<file path="config.mk">
export PLATFORM = sky130hd
export DESIGN_NAME = npu_requant_pool2
export DESIGN_NICKNAME = d
export VERILOG_FILES = /design/src/rtl/npu_requant_pool2.sv
export SDC_FILE = /design/constraint.sdc
export NUM_CORES = 1
export LEC_CHECK = 0
export CORE_MARGIN = 2
export CORE_UTILIZATION = 30
export CTS_CLUSTER_SIZE = 25
export DETAILED_ROUTE_END_ITERATION = 10
export DONT_BUFFER_PORTS = 1
export GPL_ROUTABILITY_DRIVEN = 0
export SKIP_CTS_REPAIR_TIMING = 1
export SYNTH_ARGS = -nofsm -noshare
export SYNTH_HDL_FRONTEND = slang
export SYNTH_SLANG_ARGS = --single-unit
</file>
<file path="constraint.sdc">
create_clock -name clk -period 9.2 [get_ports clk]
set_clock_uncertainty 0.15 [all_clocks]
set_input_delay 1.84 -clock clk [delete_from_list [all_inputs] [get_ports clk]]
set_output_delay 1.84 -clock clk [all_outputs]
set_load 0.02 [all_outputs]
</file>
<file path="src/rtl/npu_requant_pool2.sv">
// Requantize signed accumulators (shift, ReLU, saturate to N bits), then 2x2 stride-2 max-pool
// one raster-order plane. Define NPU_POOL_ROUND_EN to get round-half-up before the shift.
module npu_requant_pool2 #(
    parameter int N     = 4,
    parameter int ACC_W = 16,
    parameter int IN_W  = 28,
    parameter int IN_H  = 28
) (
    input  logic             clk,
    input  logic             rst_n,
    input  logic             start_i,
    input  logic [3:0]       shift_i,
    input  logic             in_valid_i,
    output logic             in_ready_o,
    input  logic [ACC_W-1:0] in_data_i,
    output logic             out_valid_o,
    input  logic             out_ready_i,
    output logic [N-1:0]     out_data_o,
    output logic             frame_done_o,
    output logic             busy_o
);
    localparam int CW  = $clog2(IN_W);
    localparam int RW  = $clog2(IN_H);
    localparam int HW  = IN_W / 2;
    localparam int HIW = (HW > 1) ? $clog2(HW) : 1;
    localparam logic [CW-1:0]  COL_LAST = CW'(IN_W - 1);
    localparam logic [RW-1:0]  ROW_LAST = RW'(IN_H - 1);
    localparam logic [ACC_W:0] Q_MAX    = (ACC_W+1)'((1 << N) - 1);

    if (IN_W % 2 != 0) begin : g_chk_w
        $error("npu_requant_pool2: IN_W must be even");
    end
    if (IN_H % 2 != 0) begin : g_chk_h
        $error("npu_requant_pool2: IN_H must be even");
    end

    typedef enum logic [1:0] {
        S_IDLE  = 2'd0,
        S_RUN   = 2'd1,
        S_FLUSH = 2'd2
    } state_t;

    state_t          r_state, w_state_nxt;
    logic            r_frame_done, w_done_nxt;
    logic [3:0]      r_shift;
    logic [CW-1:0]   r_col;
    logic [RW-1:0]   r_row;
    logic [N-1:0]    r_hold;
    logic            r_out_valid;
    logic [N-1:0]    r_out_data;
    logic [N-1:0]    r_lbuf [HW];

    logic            w_in_acc, w_out_hs, w_last_beat;
    logic [HIW-1:0]  w_half;
    logic [ACC_W:0]  w_mag;
    logic [N-1:0]    w_q, w_pair, w_pool;

    assign in_ready_o   = (r_state == S_RUN) && (!r_out_valid || out_ready_i);
    assign w_in_acc     = in_valid_i && in_ready_o;
    assign w_out_hs     = r_out_valid && out_ready_i;
    assign w_last_beat  = (r_col == COL_LAST) && (r_row == ROW_LAST);
    assign w_half       = HIW'(r_col >> 1);
    assign out_valid_o  = r_out_valid;
    assign out_data_o   = r_out_data;
    assign frame_done_o = r_frame_done;
    assign busy_o       = (r_state != S_IDLE);

    // Negative inputs never reach the shifter, so a logical shift of the magnitude is exact.
    always_comb begin
        w_mag = '0;
        w_q   = '0;
        if (!in_data_i[ACC_W-1]) begin
            w_mag = {1'b0, in_data_i};
`ifdef NPU_POOL_ROUND_EN
            if (r_shift != 4'd0) begin
                w_mag = w_mag + ((ACC_W+1)'(1) << (r_shift - 4'd1));
            end
`endif
            w_mag = w_mag >> r_shift;
            w_q   = (w_mag > Q_MAX) ? {N{1'b1}} : w_mag[N-1:0];
        end
    end

    assign w_pair = (r_hold > w_q) ? r_hold : w_q;
    assign w_pool = (r_lbuf[w_half] > w_pair) ? r_lbuf[w_half] : w_pair;

    always_comb begin
        w_state_nxt = r_state;
        w_done_nxt  = 1'b0;
        if (start_i) begin
            w_state_nxt = S_RUN;
        end else begin
            case (r_state)
                S_IDLE:  w_state_nxt = S_IDLE;
                S_RUN:   if (w_in_acc && w_last_beat) w_state_nxt = S_FLUSH;
                S_FLUSH: if (w_out_hs) begin
                    w_state_nxt = S_IDLE;
                    w_done_nxt  = 1'b1;
                end
                default: w_state_nxt = S_IDLE;
            endcase
        end
    end

    always_ff @(posedge clk) begin
        if (!rst_n) begin
            r_state      <= S_IDLE;
            r_frame_done <= 1'b0;
        end else begin
            r_state      <= w_state_nxt;
            r_frame_done <= w_done_nxt;
        end
    end

    always_ff @(posedge clk) begin
        if (!rst_n) begin
            r_shift     <= '0;
            r_col       <= '0;
            r_row       <= '0;
            r_hold      <= '0;
            r_out_valid <= 1'b0;
            r_out_data  <= '0;
        end else if (start_i) begin
            r_shift     <= shift_i;
            r_col       <= '0;
            r_row       <= '0;
            r_out_valid <= 1'b0;
        end else begin
            if (w_out_hs) r_out_valid <= 1'b0;
            if (w_in_acc) begin
                if (r_col == COL_LAST) begin
                    r_col <= '0;
                    r_row <= (r_row == ROW_LAST) ? '0 : r_row + RW'(1);
                end else begin
                    r_col <= r_col + CW'(1);
                end
                // A new odd/odd beat overrides the clear from a same-cycle output handshake.
                if (!r_col[0]) begin
                    r_hold <= w_q;
                end else if (r_row[0]) begin
                    r_out_data  <= w_pool;
                    r_out_valid <= 1'b1;
                end
            end
        end
    end

    always_ff @(posedge clk) begin
        if (w_in_acc && r_col[0] && !r_row[0]) r_lbuf[w_half] <= w_pair;
    end
endmodule

</file>
Word-level counts from Yosys, hierarchy flattened
Memories as Yosys holds them, arrays and structs flattened. A register that Yosys moved wholly into a read port is not among the register bits.
Index checks and enable logic that the tools add are counted.
W data, S select, Z words.
Storage, ports and cells
  bits of input ports: 25
  memories kept: 1
  bits in latches: 0
  bits in read-only memories: 0
  RAM bits: 56
  bits in registers: 26
  output and inout port bits: 8
  word-level logic and storage cells: 65
Cells by class
  muxes and demuxes: 19
  divide/modulo/power cells: 0
  bitwise gates (word level): 4
  reductions and logical operators: 18
  add/subtract/negate cells: 2
  eq/ne operators: 8
  $mul: 0
  shift operators: 1
  magnitude comparators: 3
Memories
  r_lbuf: depth 14, width 4, read ports 1, clocked after Yosys merged registers in 1, wr ports 1, RTL line 51  | logic [N-1:0] r_lbuf [HW];
Operator list (number)
  $mux W4: 6
  $gt A17 B4 Y1 const B: 1
  $shr A16 B4 Y17: 1
  $add A5 B1 Y5 const B: 2
  $eq A5 B5 Y1 const B: 2
  $mux W5: 2
  $gt A4 B4 Y1: 2
  $mux W1: 8
  $logic_and A1 B1 Y1: 7
  $reduce_and A2 Y1: 3
  $mux W2: 2
  $not A1 Y1: 4
  $pmux W2 S2: 1
  $reduce_and A4 Y1: 1
  $ne A3 B2 Y1 const B: 1
  $ne A3 B3 Y1 const B: 1
  $reduce_and A3 Y1: 1
  $reduce_or A3 Y1: 1
  $eq A2 B1 Y1 const B: 1
  $eq A2 B2 Y1 const B: 1
  $logic_not A1 Y1: 2
  $ne A2 B1 Y1 const B: 1
  $ne A2 B2 Y1 const B: 1
  $reduce_bool A2 Y1: 1
  2 further kinds: 2

Longest topological paths before layout
  depth after elaboration: 8
  mapped depth: 25
  depth with buffers taken out: 20

Worst setup path after synthesis
Ideal clock, no wire load.
  path type: in2reg
  from: input port in_data_i[4]
  to: register r_out_data[0], in the netlist out_data_o[0]
  stages: 19
  library setup time: 77 ps
  data arrival time: 5868 ps
  buffers on the path: 1
  required time: 8973 ps
  slack: 3105 ps
  cells stage by stage: nor2_1 -> mux4_2 -> a221oi_4 -> inv_1 -> a31o_2 -> ha_1 -> nor2b_1 -> o211ai_1 -> a21o_1 -> clkbuf_1 -> o21ai_0 -> a31o_1 -> ha_1 -> nor2b_1 -> o21ai_0 -> a32oi_1 -> a2111o_1 -> o211a_1 -> a41oi_2
On the way
  cells in the longest elaborated chain, start to end: 8
Ends and longest elaborated chain
  start: declaration: RTL line 15  | input logic [ACC_W-1:0] in_data_i,
  $shr A16 B4 Y17 *: RTL line 79  | w_mag = w_mag >> r_shift;
  $gt A17 B4 Y1: RTL line 80  | w_q = (w_mag > Q_MAX) ? {N{1'b1}} : w_mag[N-1:0];
  $mux W4 *: RTL line 80
  $mux W4 *: RTL line 72  | if (!in_data_i[ACC_W-1]) begin
  $gt A4 B4 Y1: RTL line 84  | assign w_pair = (r_hold > w_q) ? r_hold : w_q;
  $mux W4 *: RTL line 84
  $gt A4 B4 Y1: RTL line 85  | assign w_pool = (r_lbuf[w_half] > w_pair) ? r_lbuf[w_half] : w_pair;
  $mux W4 *: RTL line 85
  end signal: assignment: RTL line 141  | r_out_data <= w_pool;
  end: declaration: RTL line 50  | logic [N-1:0] r_out_data;
Every way passes the cells marked *; elsewhere a longest branch is shown, timed or not.
A chain may end at the register's enable or synchronous reset.

Worst setup path in the final report
  from: input port in_data_i[13]
  to: register r_out_data[0], in the netlist out_data_o[0]
On the way
  cells in the longest elaborated chain, start to end: 8
Ends and longest elaborated chain
  $shr A16 B4 Y17 *: RTL line 79
  $gt A17 B4 Y1: RTL line 80
  $mux W4 *: RTL line 80
  $mux W4 *: RTL line 72
  $gt A4 B4 Y1: RTL line 84
  $mux W4 *: RTL line 84
  via w_pair[0]: RTL line 56  | logic [N-1:0] w_q, w_pair, w_pool;
  $gt A4 B4 Y1: RTL line 85
  $mux W4 *: RTL line 85
Mark *: on every way through the listed nets, which the timed path passes. The rest lies on a longest branch.

==> impl_table.tex <==
\begin{tabular}{lr}
\hline
Metric & Value \\
\hline
\multicolumn{2}{l}{\textbf{Clock network}} \\
Clock buffer count from CTS & 9 \\
Worst-case clock buffer depth & 2 \\
H-tree level count & 3 \\
Clock sinks & 86 \\
Clock tree from TritonCTS & done \\
Clk slew on worst S/H paths & roughly 0.060 ns \\
Clock insertion delay at the later pin of the skew report & between 0.3 and 0.4 ns \\
Clock Root Buffer & sky130\_fd\_sc\_hd\_\_clkbuf\_16 \\
\multicolumn{2}{l}{\textbf{STA}} \\
Final setup violation count & 0 \\
Unrepaired setup endpoints after global routing & false \\
Share of the clock period used by the worst path & 0.716 \\
Fmax & around 0.15 GHz \\
Relative slew slack & 0.196 \\
Worst slew pin tran & 1.20 ns \\
Final min period & 6.59 ns \\
Sum of negative setup slack & 0 ns \\
Final count of pins violating max slew & 0 \\
Final number of hold-violating endpoints & 0 \\
\multicolumn{2}{l}{\textbf{Power}} \\
Register share of total power & 0.493 \\
Leak & between 1.5 and 2 nW \\
Power per cell area & 168 nW/um\^{}2 \\
Maximum resistive drop on vdd & approximately 0.064 mV \\
Net switching fraction of the power & 0.234 \\
Internal power & about 0.00066 W \\
Clock network power share & 0.405 \\
Share of total power in combinational logic & 0.102 \\
Switching Power & between 0.0002 and 0.00025 W \\
\multicolumn{2}{l}{\textbf{Critical path}} \\
Delay contributed by the slowest stage of the critical path & between 0.6 and 0.7 ns \\
CP Data Arrival Time & 6.70 ns \\
Setup slack of the worst register-to-register path & roughly 2.8 ns \\
Largest driver fanout on the critical path & 19 \\
Critical path data required time & around 9.3 ns \\
Worst Setup Path Type & primary input to flip-flop \\
Cell-by-cell listing of the critical path & mux2i\_1 > mux2i\_1 > o21ai\_1 > and2\_1 > and3\_1 > a31o\_2 > ha\_1 > nor2b\_1 > o211ai\_1 > a21o\_1 > o21ai\_0 > a31oi\_2 > ha\_1 > nor2b\_1 > o21ai\_0 > a32oi\_1 > a2111o\_1 > o211a\_1 > a41oi\_2 \\
Category of the worst setup path launch point & primary input \\
Critical path capture point type & flip-flop \\
Worst reg2reg endpoint & out\_data\_o[0] \\
Worst Reg-to-Reg Cells & 19 \\
RR Startpoint & r\_shift[1] \\
Slowest library cell on the worst path & sky130\_fd\_sc\_hd\_\_and3\_1 \\
\multicolumn{2}{l}{\textbf{Routing}} \\
Count of TritonRoute iterations in the first routing pass & 5 \\
\# DRC & 0 \\
Met2 WL & between 4000 and 5000 um \\
Uppermost metal layer occupied by signal nets & met4 \\
Remaining number of nets flagged by the antenna check after routing & 0 \\
Routed length on met3 & 470 um \\
M1 wire length & 4720 um \\
Routed len/inst & 16.8 um \\
Final wirelength & approximately 10000 um \\
Via count & roughly 3200 \\
DRC violation total after the first TritonRoute iteration & around 370 \\
Average via count per standard cell & 5.31 \\
\multicolumn{2}{l}{\textbf{Cells and area}} \\
Share of the core filled with cells & 0.337 \\
Number of diodes & 0 \\
Layout Area Growth over Synthesis & 9.37\% \\
Ratio of cells with drive above 1 in the final layout & 0.138 \\
Final Net Count & 430 \\
\multicolumn{2}{l}{\textbf{Yosys}} \\
Unique cell type count in the Yosys netlist & 70 \\
Number of flops mapped to enable cells by yosys & 56 \\
Combined area of all synthesized cells & roughly 4700 um\^{}2 \\
Top\_reg\_cell synth & sky130\_fd\_sc\_hd\_\_edfxtp\_1 \\
Synthesized flop and latch total & 86 \\
Ys async rst share & 0 \\
Post-synthesis cell count & approximately 400 \\
Sequential element share of the synthesized area & 0.485 \\
Synthesized area per cell & around 12 um\^{}2 \\
Syn Nets & 438 \\
Warnings, synthesis & 0 \\
\multicolumn{2}{l}{\textbf{Global routing}} \\
Gr ovfl total & 0 \\
GRT Util Overall & 0.130 \\
Number of global-route vias before repair & approximately 3300 \\
Maximum number of pins on one net before global-route repair & 25 \\
Initial antenna violation count & 0 \\
Global-route wire length before repair & 16900 um \\
\multicolumn{2}{l}{\textbf{Floorplanning}} \\
Number of placement rows & 45 \\
Starting Density & 0.308 \\
Ports & 33 \\
Placeable core region & roughly 15000 um\^{}2 \\
Die width & approximately 130 um \\
Area of the die & around 17000 um\^{}2 \\
Die Height & roughly 130 um \\
\multicolumn{2}{l}{\textbf{Min path}} \\
Hold crit path type & flip-flop to flip-flop \\
Hold path depth & 1 \\
End point of the worst hold path & frame\_done\_o \\
Start point of the worst min-delay path & r\_state[0] \\
\multicolumn{2}{l}{\textbf{Placement}} \\
Placed wire-length estimate & $\sim$7400 um \\
Total of buffers placed on input and output ports & 0 \\
\multicolumn{2}{l}{\textbf{Job}} \\
Max Cap Viol & 0 \\
\multicolumn{2}{l}{\textbf{Status}} \\
Result of the run & finished clean \\
\hline
\end{tabular}
==> cell type report <==
class	instances	area [um^2]
Clock buffer	9	225
Clock inverter	6	61.3
Fill cell	1481	10100
Inverter	9	36.3
Multi-Input combinational cell	286	2250
Sequential cell	86	2280
Tap cell	211	264
Timing Repair Buffer	3	22.5
==> critical path: cells and delay by family <==
kind,cells,cell delay [ns]
compound gates,11,2.97
fa+ha+maj,2,0.49
mux,2,0.42
simple gates,4,0.98
==> cell families after synthesis <==
logic type	Yosys count	synth area share
xor+xnor	3	0.00559
mux	52	0.152
fa+ha+maj	10	0.0266
buf+inv	31	0.0359
flops	86	0.485
compound gates	95	0.151
simple gates	126	0.143
==> placed cells by master, fill, tap and decap left out, drive strengths merged, types with 5 or more instances in the layout <==
cell / instances
o21ai: 15
mux4: 15
nand2b: 8
nor3: 10
mux2i: 30
a31oi: 7
mux2: 7
a211oi: 10
clkbuf: 9
and2: 5
a31o: 5
a21oi: 25
inv: 10
edfxtp: 56
and3: 5
nor2b: 11
ha: 10
nand2: 24
dfxtp: 30
nor2: 29
nand3: 11
==> sequential cells by signal (all words and copies together), names as in the netlist, named ones only <==
name          count
out_valid_o       1
r_row             5
out_data_o        4
r_lbuf           56
r_state           2
r_col             5
r_shift           4
r_hold            4
frame_done_o      1
==> power by group through the flow <==
| stage | Combinational, W | Sequential, W | Clock [W] |
|---|---|---|---|
| global route | 0.0000970 | 0.000426 | 0.000378 |
| CTS | 0.0000878 | 0.000426 | 0.000358 |
| floorplan | 0.0000743 | 0.000428 | 0 |
| finish | 0.0000882 | 0.000426 | 0.000351 |
| detailed placement | 0.0000877 | 0.000434 | 0 |
| global placement | 0.0000850 | 0.000434 | 0 |
==> metrics by stage <==
stage | hold WS (ns) | instances | worst slack [ns] | power [W] | cell area (um^2)
2_1_floorplan | 0.270 | 403 | 3.11 | 0.000502 | 4700
3_3_place_gp | 0.285 | 595 | 2.56 | 0.000519 | 4860
3_5_place_dp | 0.303 | 595 | 2.29 | 0.000522 | 4860
4_1_cts | 0.313 | 610 | 2.69 | 0.000872 | 5140
5_1_grt | 0.357 | 610 | 2.17 | 0.000901 | 5140
6_report | 0.320 | 610 | 2.61 | 0.000865 | 5140
==> Yosys cell counts (all sizes together) (2+ instances only) <==
| cell type | count | area [um^2] |
|---|---|---|
| clkbuf | 10 | 37.5 |
| a21oi | 25 | 136 |
| nand3b | 3 | 22.5 |
| a22oi | 3 | 37.5 |
| ha | 10 | 125 |
| a2111o | 2 | 22.5 |
| o211ai | 2 | 15.0 |
| edfxtp | 56 | 1680 |
| and2b | 2 | 17.5 |
| and3 | 5 | 31.3 |
| nand4b | 2 | 17.5 |
| nor2b | 11 | 68.8 |
| o21ai | 15 | 75.1 |
| a211o | 2 | 17.5 |
| and4 | 3 | 26.3 |
| nand2 | 24 | 90.1 |
| nor2 | 29 | 111 |
| a211oi | 10 | 75.1 |
| inv | 9 | 36.3 |
| a21o | 2 | 15.0 |
| nand3 | 11 | 55.1 |
| and2 | 5 | 31.3 |
| nor3 | 10 | 55.1 |
| a31oi | 7 | 50.1 |
| nor3b | 2 | 15.0 |
| mux4 | 15 | 338 |
| nor4 | 2 | 18.8 |
| nand2b | 8 | 50.1 |
| nand4 | 3 | 18.8 |
| mux2 | 7 | 78.8 |
| a2bb2oi | 2 | 17.5 |
| or3 | 3 | 18.8 |
| a41oi | 3 | 41.3 |
| mux2i | 30 | 300 |
| dfxtp | 30 | 601 |
| a31o | 5 | 43.8 |
| xor2 | 2 | 17.5 |
| a32oi | 3 | 26.3 |
| buf | 12 | 95.1 |
==> worst max path at each step <==
stage	from	endpoint	slack, ns	depth (start not counted)
2_1_floorplan	in_data_i[4]	out_data_o[0]	3.11	19
3_3_place_gp	in_data_i[13]	out_data_o[0]	2.56	19
3_5_place_dp	in_data_i[15]	out_data_o[0]	2.29	19
4_1_cts	in_data_i[13]	out_data_o[0]	2.69	19
5_1_grt	in_data_i[15]	out_data_o[0]	2.17	19
6_report	in_data_i[13]	out_data_o[0]	2.61	19
==> layer usage <==
metal	up-vias	GRT usage
li1	1542	-
met4	0	0.0460
met2	92	0.211
met1	1590	0.172
met5	-	0
met3	17	0.0264
No activity file was read; power rests on OpenSTA's default activity.
